===== src/rtl/alu_pkg.sv =====
// Shared encodings for the execute-stage ALU slice.
// ALUOp classes, R-type funct codes and ALU operation codes (gout).
package alu_pkg;

    localparam logic [1:0] ALUOP_LW_SW = 2'b00;
    localparam logic [1:0] ALUOP_BEQ   = 2'b01;
    localparam logic [1:0] ALUOP_RTYPE = 2'b10;

    localparam logic [5:0] FUNCT_ADD = 6'b100000;
    localparam logic [5:0] FUNCT_SUB = 6'b100010;
    localparam logic [5:0] FUNCT_AND = 6'b100100;
    localparam logic [5:0] FUNCT_OR  = 6'b100101;
    localparam logic [5:0] FUNCT_SLT = 6'b101010;
    localparam logic [5:0] FUNCT_NOR = 6'b100111;

    localparam logic [2:0] GOUT_AND = 3'b000;
    localparam logic [2:0] GOUT_OR  = 3'b001;
    localparam logic [2:0] GOUT_ADD = 3'b010;
    localparam logic [2:0] GOUT_NOR = 3'b100;
    localparam logic [2:0] GOUT_SUB = 3'b110;
    localparam logic [2:0] GOUT_SLT = 3'b111;

endpackage


===== src/rtl/alu_ctl_dec.sv =====
// ALU control decoder: ALUOp + funct -> 3-bit ALU operation code.
// Ports: aluop (2), funct (6) in; gout (3) out. Purely combinational.
module alu_ctl_dec
    import alu_pkg::*;
(
    input  logic [1:0] aluop,
    input  logic [5:0] funct,
    output logic [2:0] gout
);

    always_comb begin
        gout = GOUT_ADD;
        if (aluop[1]) begin
            // Unrecognised funct codes fall back to add.
            case (funct)
                FUNCT_ADD: gout = GOUT_ADD;
                FUNCT_SUB: gout = GOUT_SUB;
                FUNCT_AND: gout = GOUT_AND;
                FUNCT_OR:  gout = GOUT_OR;
                FUNCT_SLT: gout = GOUT_SLT;
                FUNCT_NOR: gout = GOUT_NOR;
                default:   gout = GOUT_ADD;
            endcase
        end else if (aluop[0]) begin
            gout = GOUT_SUB;
        end else begin
            gout = GOUT_ADD;
        end
    end

endmodule


===== src/rtl/alu_exec_stage.sv =====
// Execute stage: ALU control, 32-bit ALU with flags, PC+4 and branch adders.
// Ports: clk, rst, in_valid, aluop, funct, a, b, pc, offset in; registered
// out_valid, gout, result, zero, neg, ovf, pc_plus4, branch_target out.
module alu_exec_stage
    import alu_pkg::*;
#(
    parameter int WIDTH = 32
) (
    input  logic             clk,
    input  logic             rst,
    input  logic             in_valid,
    input  logic [1:0]       aluop,
    input  logic [5:0]       funct,
    input  logic [WIDTH-1:0] a,
    input  logic [WIDTH-1:0] b,
    input  logic [WIDTH-1:0] pc,
    input  logic [WIDTH-1:0] offset,
    output logic             out_valid,
    output logic [2:0]       gout,
    output logic [WIDTH-1:0] result,
    output logic             zero,
    output logic             neg,
    output logic             ovf,
    output logic [WIDTH-1:0] pc_plus4,
    output logic [WIDTH-1:0] branch_target
);

    localparam int MSB = WIDTH - 1;

    logic [2:0]       gout_d;
    logic [WIDTH-1:0] sum;
    logic [WIDTH-1:0] diff;
    logic             ovf_add;
    logic             ovf_sub;
    logic             slt;
    logic [WIDTH-1:0] result_d;
    logic             ovf_d;
    logic [WIDTH-1:0] pc_plus4_d;
    logic [WIDTH-1:0] branch_target_d;

    logic             out_valid_q;
    logic [2:0]       gout_q;
    logic [WIDTH-1:0] result_q;
    logic             zero_q;
    logic             neg_q;
    logic             ovf_q;
    logic [WIDTH-1:0] pc_plus4_q;
    logic [WIDTH-1:0] branch_target_q;

    alu_ctl_dec u_dec (
        .aluop (aluop),
        .funct (funct),
        .gout  (gout_d)
    );

    assign sum     = a + b;
    assign diff    = a - b;
    assign ovf_add = (a[MSB] == b[MSB]) && (sum[MSB] != a[MSB]);
    assign ovf_sub = (a[MSB] != b[MSB]) && (diff[MSB] != a[MSB]);
    // Correcting the difference sign by overflow keeps slt exact
    // even when a - b wraps.
    assign slt     = diff[MSB] ^ ovf_sub;

    always_comb begin
        result_d = '0;
        ovf_d    = 1'b0;
        case (gout_d)
            GOUT_AND: result_d = a & b;
            GOUT_OR:  result_d = a | b;
            GOUT_ADD: begin
                result_d = sum;
                ovf_d    = ovf_add;
            end
            GOUT_SUB: begin
                result_d = diff;
                ovf_d    = ovf_sub;
            end
            GOUT_SLT: result_d = {{(WIDTH-1){1'b0}}, slt};
            GOUT_NOR: result_d = ~(a | b);
            default:  result_d = '0;
        endcase
    end

    assign pc_plus4_d      = pc + WIDTH'(4);
    assign branch_target_d = pc_plus4_d + offset;

    always_ff @(posedge clk) begin
        if (rst) begin
            out_valid_q     <= 1'b0;
            gout_q          <= '0;
            result_q        <= '0;
            zero_q          <= 1'b1;
            neg_q           <= 1'b0;
            ovf_q           <= 1'b0;
            pc_plus4_q      <= '0;
            branch_target_q <= '0;
        end else begin
            out_valid_q <= in_valid;
            if (in_valid) begin
                gout_q          <= gout_d;
                result_q        <= result_d;
                zero_q          <= (result_d == '0);
                neg_q           <= result_d[MSB];
                ovf_q           <= ovf_d;
                pc_plus4_q      <= pc_plus4_d;
                branch_target_q <= branch_target_d;
            end
        end
    end

    assign out_valid     = out_valid_q;
    assign gout          = gout_q;
    assign result        = result_q;
    assign zero          = zero_q;
    assign neg           = neg_q;
    assign ovf           = ovf_q;
    assign pc_plus4      = pc_plus4_q;
    assign branch_target = branch_target_q;

endmodule


===== config.mk =====
export PLATFORM = sky130hd
export DESIGN_NAME = alu_exec_stage
export DESIGN_NICKNAME = d
export VERILOG_FILES = /design/src/rtl/alu_pkg.sv /design/src/rtl/alu_ctl_dec.sv /design/src/rtl/alu_exec_stage.sv
export SDC_FILE = /design/constraint.sdc
export NUM_CORES = 1
export LEC_CHECK = 0
export BUFFER_PORTS_ARGS = -buffer_cell sky130_fd_sc_hd__buf_2
export CAP_MARGIN = 25
export CORE_ASPECT_RATIO = 1.25
export CORE_MARGIN = 5
export CORE_UTILIZATION = 54
export CTS_BUF_LIST = sky130_fd_sc_hd__clkbuf_4
export CTS_CLUSTER_SIZE = 25
export DETAILED_ROUTE_END_ITERATION = 7
export PLACE_DENSITY = 0.78
export SYNTH_ARGS = -nofsm -noshare
export SYNTH_HDL_FRONTEND = slang
export SYNTH_SLANG_ARGS = --single-unit

===== constraint.sdc =====
create_clock -name clk -period 5.8 [get_ports clk]
set_input_delay 1.16 -clock clk [delete_from_list [all_inputs] [get_ports clk]]
set_output_delay 1.16 -clock clk [all_outputs]
set_load 0.02 [all_outputs]

[Word level (Yosys, flattened, before mapping)]
Index checks and enable logic that the tools add are counted.
Word-level totals
  flip-flop bits (word level): 103
  latch bits: 0
  bits in writable memories: 0
  bits in read-only memories: 0
  output and inout bits: 103
  word-level logic and storage cells: 39
  memories: 0
Operators by class
  add/subtract/negate cells: 4
  multiply operators: 0
  div/mod/pow operators: 0
  magnitude comparators: 0
  equal/unequal tests: 14
  shift-type cells: 0
  multiplexer cells: 5
  bitwise operators: 4
  reduce and logical (&&, ||, !) cells: 4
Operators with widths (number)
  case mux 32 bit (6 select lines): 1
  adder 32 bit: 2
  adder 32 x 3 -> 32 bit (second input constant): 1
  bitwise AND 32 bit: 1
  logical NOT 32 bit: 1
  inverter 32 bit: 1
  OR 32 bit: 1
  subtractor 32 bit: 1
  == test 6 bit (second input constant): 5
  case mux 3 bit (5 select lines): 1
  == test 3 bit (second input constant): 3
  two-way mux 3 bit: 2
  == test 3 x 1 -> 1 bit (second input constant): 1
  == test 3 x 2 -> 1 bit (second input constant): 1
  logical NOT 3 bit: 1
  inequality test 1 bit: 3
  logical AND 1 bit: 2
  case mux 1 bit (2 select lines): 1
  == test 1 bit: 1
  bitwise XOR 1 bit: 1

[Logic depth before layout (Yosys ltp)]
  depth in word-level cells: 6
  mapped depth: 24
  depth with buffers taken out: 23

[Modules after synthesis]
Synthesis repeated with hierarchy kept, for this count alone.
Unflattened totals
  cells, all modules: 1547
  area, all modules: 11352.1 um^2
Modules (own cells, without submodules)
  alu_exec_stage: times used 1, cells an instance 1535, area each 11277.1 um^2, sequential area each 2042.0 um^2
  alu_ctl_dec: times used 1, cells an instance 12, area each 75.1 um^2, sequential area each 0.0 um^2

[Least setup slack after synthesis]
OpenSTA, ideal clock, no wires.
  path type: input -> register
  start point: in a[12]
  end point: reg zero_q (netlist: zero)
  arrival time: 4.817 ns
  data required time: 5.742 ns
  setup slack: 0.925 ns
  stages: 24
  buffers on the path: 1
  path through: inv_1 ha_1 buf_6 inv_1 a21oi_1 o31a_1 a211oi_1 a211oi_1 o211ai_1 a31oi_1 o21ai_0 a21oi_1 nor2_1 nor2_1 fa_1 a22oi_1 nor2_1 a221oi_1 and3_1 nand3_1 nor4_1 nand4_1 nor4_1 a211o_1
Between the ends
  word-level cells in the longest chain between the ends: 6
  elaborated cells on any way between the ends: 10
  classes of those cells: add/sub (2); eq/ne (1); mux (1); bitwise (4); reduce/logical (2)
RTL lines
  start: declaration: line alu_exec_stage.sv:14  | input logic [WIDTH-1:0] a,
  subtractor 32 bit: line alu_exec_stage.sv:57  | assign diff = a - b;
  inequality test 1 bit: line alu_exec_stage.sv:59  | assign ovf_sub = (a[MSB] != b[MSB]) && (diff[MSB] != a[MSB]);
  logical AND 1 bit: line alu_exec_stage.sv:59
  bitwise XOR 1 bit: line alu_exec_stage.sv:62  | assign slt = diff[MSB] ^ ovf_sub;
  case mux 32 bit (6 select lines) (*): line alu_exec_stage.sv:67  | case (gout_d)
  logical NOT 32 bit (*): line alu_exec_stage.sv:102  | zero_q <= (result_d == '0);
  end signal: assignment: line alu_exec_stage.sv:102
  end: declaration: line alu_exec_stage.sv:44  | logic zero_q;
Mark *: on every way between the ends. The rest lies on a longest branch, timed or not.
A chain may end at the register's enable or synchronous reset.

[Worst setup path after layout]
  start point: in a[1]
  end point: reg zero_q (netlist: zero)
Same word-level chain as after synthesis.

==> flow_summary.ini <==
[status]
status = finished clean

[setup_path]
crit_top_cell = nor2_1
cp-start-kind = input port
cp_top_family = compound AO/OA/AOI/OAI gates
crit_buf_inv = 2
crit_chain = buf_2 -> inv_1 -> ha_1 -> nor2_1 -> o311a_1 -> o211ai_1 -> o221ai_1 -> a211oi_1 -> o211ai_1 -> a31oi_1 -> o21ai_0 -> a21oi_1 -> nor2_1 -> nor2_1 -> fa_1 -> a22oi_1 -> nor2_1 -> a221oi_1 -> and3_1 -> nand3_1 -> nor4_1 -> nand4_1 -> nor4_1 -> a211o_1
crit_required_ns = 6.20
crit_slowest_cell = nor4_1
cp_max_fo = 4
critPathArrivalTime_ns = 5.74
end_kind = flop
criticalPathCategory = input port to flop
max_stage_delay_ns = 0.48

[timing]
max-slew-margin-rel_pct = 34.8
final-setup-viol-count = 0
finalCritPeriodShare_pct = 91.9
worstMarginPinSlew_ns = 0.978
rsz0062_at_grt = false
hold_violations = 0
tns_ns = 0
min_period_ns = 5.33
fmax_mhz = 188
slew_violations = 0
fin_worst_skew_ns = 0

[global_route]
grt_pass1_wl_um = 54000
antenna_found_initial = 6
top_usage_layer = met2
overflow = 0
met2_usage_pct = 53.1
use_met1_pct = 33.7
grt_usage_pct = 29.0
grt_max_degree = 103
first_global_vias = 10780
use_met3_pct = 3.44

[yosys]
synth_top_cell_by_area = dfxtp_1
synth_nets = 1709
synth_seq_area_share_pct = 19.2
syn_inst = 1428
syn_area_per_cell_um2 = 7.45
yosys.area.top_type_share_pct = 19.2
yosys_warnings = 0
synth_area_leaders = dfxtp_1, ha_1, nor2_1, a21oi_1, xnor2_1
post-synth-top-count-cell = nor2_1
synth_commonest_cells = nor2_1, ha_1, a21oi_1
synth_seq_cells = 102
ys_types = 73
synth_flop_cell = dfxtp_1
synth_edf_count = 0
synthArstFlopShare_pct = 0
syn_area_um2 = 10600

[layout]
syn2layout_area_growth_pct = 14.9
fin_util_pct = 63.0
fin_nets = 1908
drive_gt1_share_pct = 18.7
nFillCells = 1841

[run]
drv_cap = 0

[floorplan]
dieHeight_um = 167
ios = 242
start_util_pct = 54.8
die_w_um = 136
die_area_um2 = 22600
std_cell_rows = 57
core_um2 = 19400

[clock_network]
htreeDepth = 3
clk_pin_slew_ns = 0.16
clk_latency_ns = 0.44
clock-sinks = 102
cts_tree = built
holdBufCountCts = 0
cts_setup_buffers = 0
numCtsBuffers = 9
root_buffer = clkbuf_4
cts.repair.resized = 0
cts_buffer_depth = 2

[place]
hpwl_um = 27700
numPortBuffers = 241
place.gp.congestion = 1.00

[routing]
wl_per_cell_um = 18.3
dr.pass1.iters = 8
drt.antenna.violating_nets = 0
drt_iter0_drc = 754
vias_per_cell = 5.96
wirelength_um = 34800
drc = 0
num_vias = 11350

[pwr]
ir_drop_mv = 0.140
p_leak_nw = 5.93
power_density_nw_per_um2 = 189

[worst_hold_path]
hold_path_class = flop to flop
[through the flow]
step / hold WS, ns / area, um^2 / setup slack [ns] / cells / total power [W]
after floorplan: 0.541 / 10600 / 0.925 / 1428 / 0.00157
after global placement: 0.450 / 12000 / 0.281 / 1880 / 0.00190
after detailed placement: 0.459 / 12000 / 0.114 / 1880 / 0.00192
after CTS: 0.479 / 12200 / 0.601 / 1896 / 0.00230
after global routing: 0.505 / 12200 / 0.139 / 1903 / 0.00245
final: 0.477 / 12200 / 0.467 / 1903 / 0.00231
[registers in the layout, indices dropped and copies added (netlist names)]
register       count
branch_target     32
pc_plus4          32
result            32
gout               3
out_valid          1
ovf                1
zero               1
[cell type report]
type,count,area [um^2],share of cell area [%]
antenna,6,15.0,0.123
clock buffer,9,67.6,0.553
clock inverter,7,73.8,0.604
inverter,114,428,3.50
multi-input combinational,1137,7870,64.4
sequential,102,2040,16.7
tap,265,332,2.71
timing repair buffer,263,1400,11.4
[logic make-up after synthesis]
| kind of cell | after synthesis | share of synthesized area [%] |
|---|---|---|
| xor+xnor | 87 | 7.16 |
| flops | 102 | 19.2 |
| compound gates | 425 | 26.7 |
| simple gates | 449 | 19.9 |
| fa+ha+maj | 142 | 17.0 |
| mux | 34 | 3.21 |
| buf+inv | 189 | 6.85 |
[worst min-delay path, delay by kind of cell, from the launching register on]
kind	cells	cell delay [ns]
AOI/OAI and AO/OA	1	0.06
and+or+nand+nor	1	0.06
DFF	1	0.34
[path summary, 6_finish.rpt]
| path | cells past startpoint | endpoint | startpoint | slack, ns |
|---|---|---|---|---|
| setup / recovery | 24 | zero | a[1] | 0.47 |
| hold reg to reg | 2 | pc_plus4[11] | pc_plus4[11] | 0.48 |
| hold / removal | 2 | pc_plus4[11] | pc_plus4[11] | 0.48 |
| setup reg to reg | 3 | branch_target[5] | branch_target[5] | 5.00 |
[routing by layer]
layer	share of wire [%]	vias up
met5	0	-
met4	3.9	0
met3	7.3	86
met2	50	516
met1	38	5238
li1	-	5510
[power by group]
| group | leakage (nW) | switching [W] | internal, W |
|---|---|---|---|
| Clock | 0.0715 | 0.000246 | 0.000133 |
| Combinational | 5.01 | 0.000690 | 0.000434 |
| Sequential | 0.845 | 0.0000362 | 0.000767 |
[placed cells by master, fill, tap and decap left out, types with 9 or more instances in the layout]
master | Yosys | final
a211oi_1 | 46 | 46
a21o_1 | 27 | 27
a21oi_1 | 118 | 118
a22oi_1 | 28 | 28
a31oi_1 | 18 | 18
and3_1 | 15 | 15
buf_2 | 3 | 239
buf_4 | 2 | 23
clkbuf_4 | 0 | 9
dfxtp_1 | 102 | 102
ha_1 | 138 | 138
inv_1 | 113 | 113
mux2i_1 | 33 | 33
nand2_1 | 61 | 61
nand2b_1 | 14 | 14
nand3_1 | 38 | 38
nand4_1 | 20 | 20
nor2_1 | 193 | 192
nor2b_1 | 18 | 18
nor3_1 | 43 | 43
nor4_1 | 10 | 10
o211ai_1 | 10 | 10
o21a_1 | 11 | 11
o21ai_0 | 66 | 66
o21bai_1 | 15 | 15
o31ai_1 | 11 | 11
or2_2 | 9 | 9
xnor2_1 | 58 | 58
xor2_1 | 29 | 29
(Power assumes the default switching activity.)
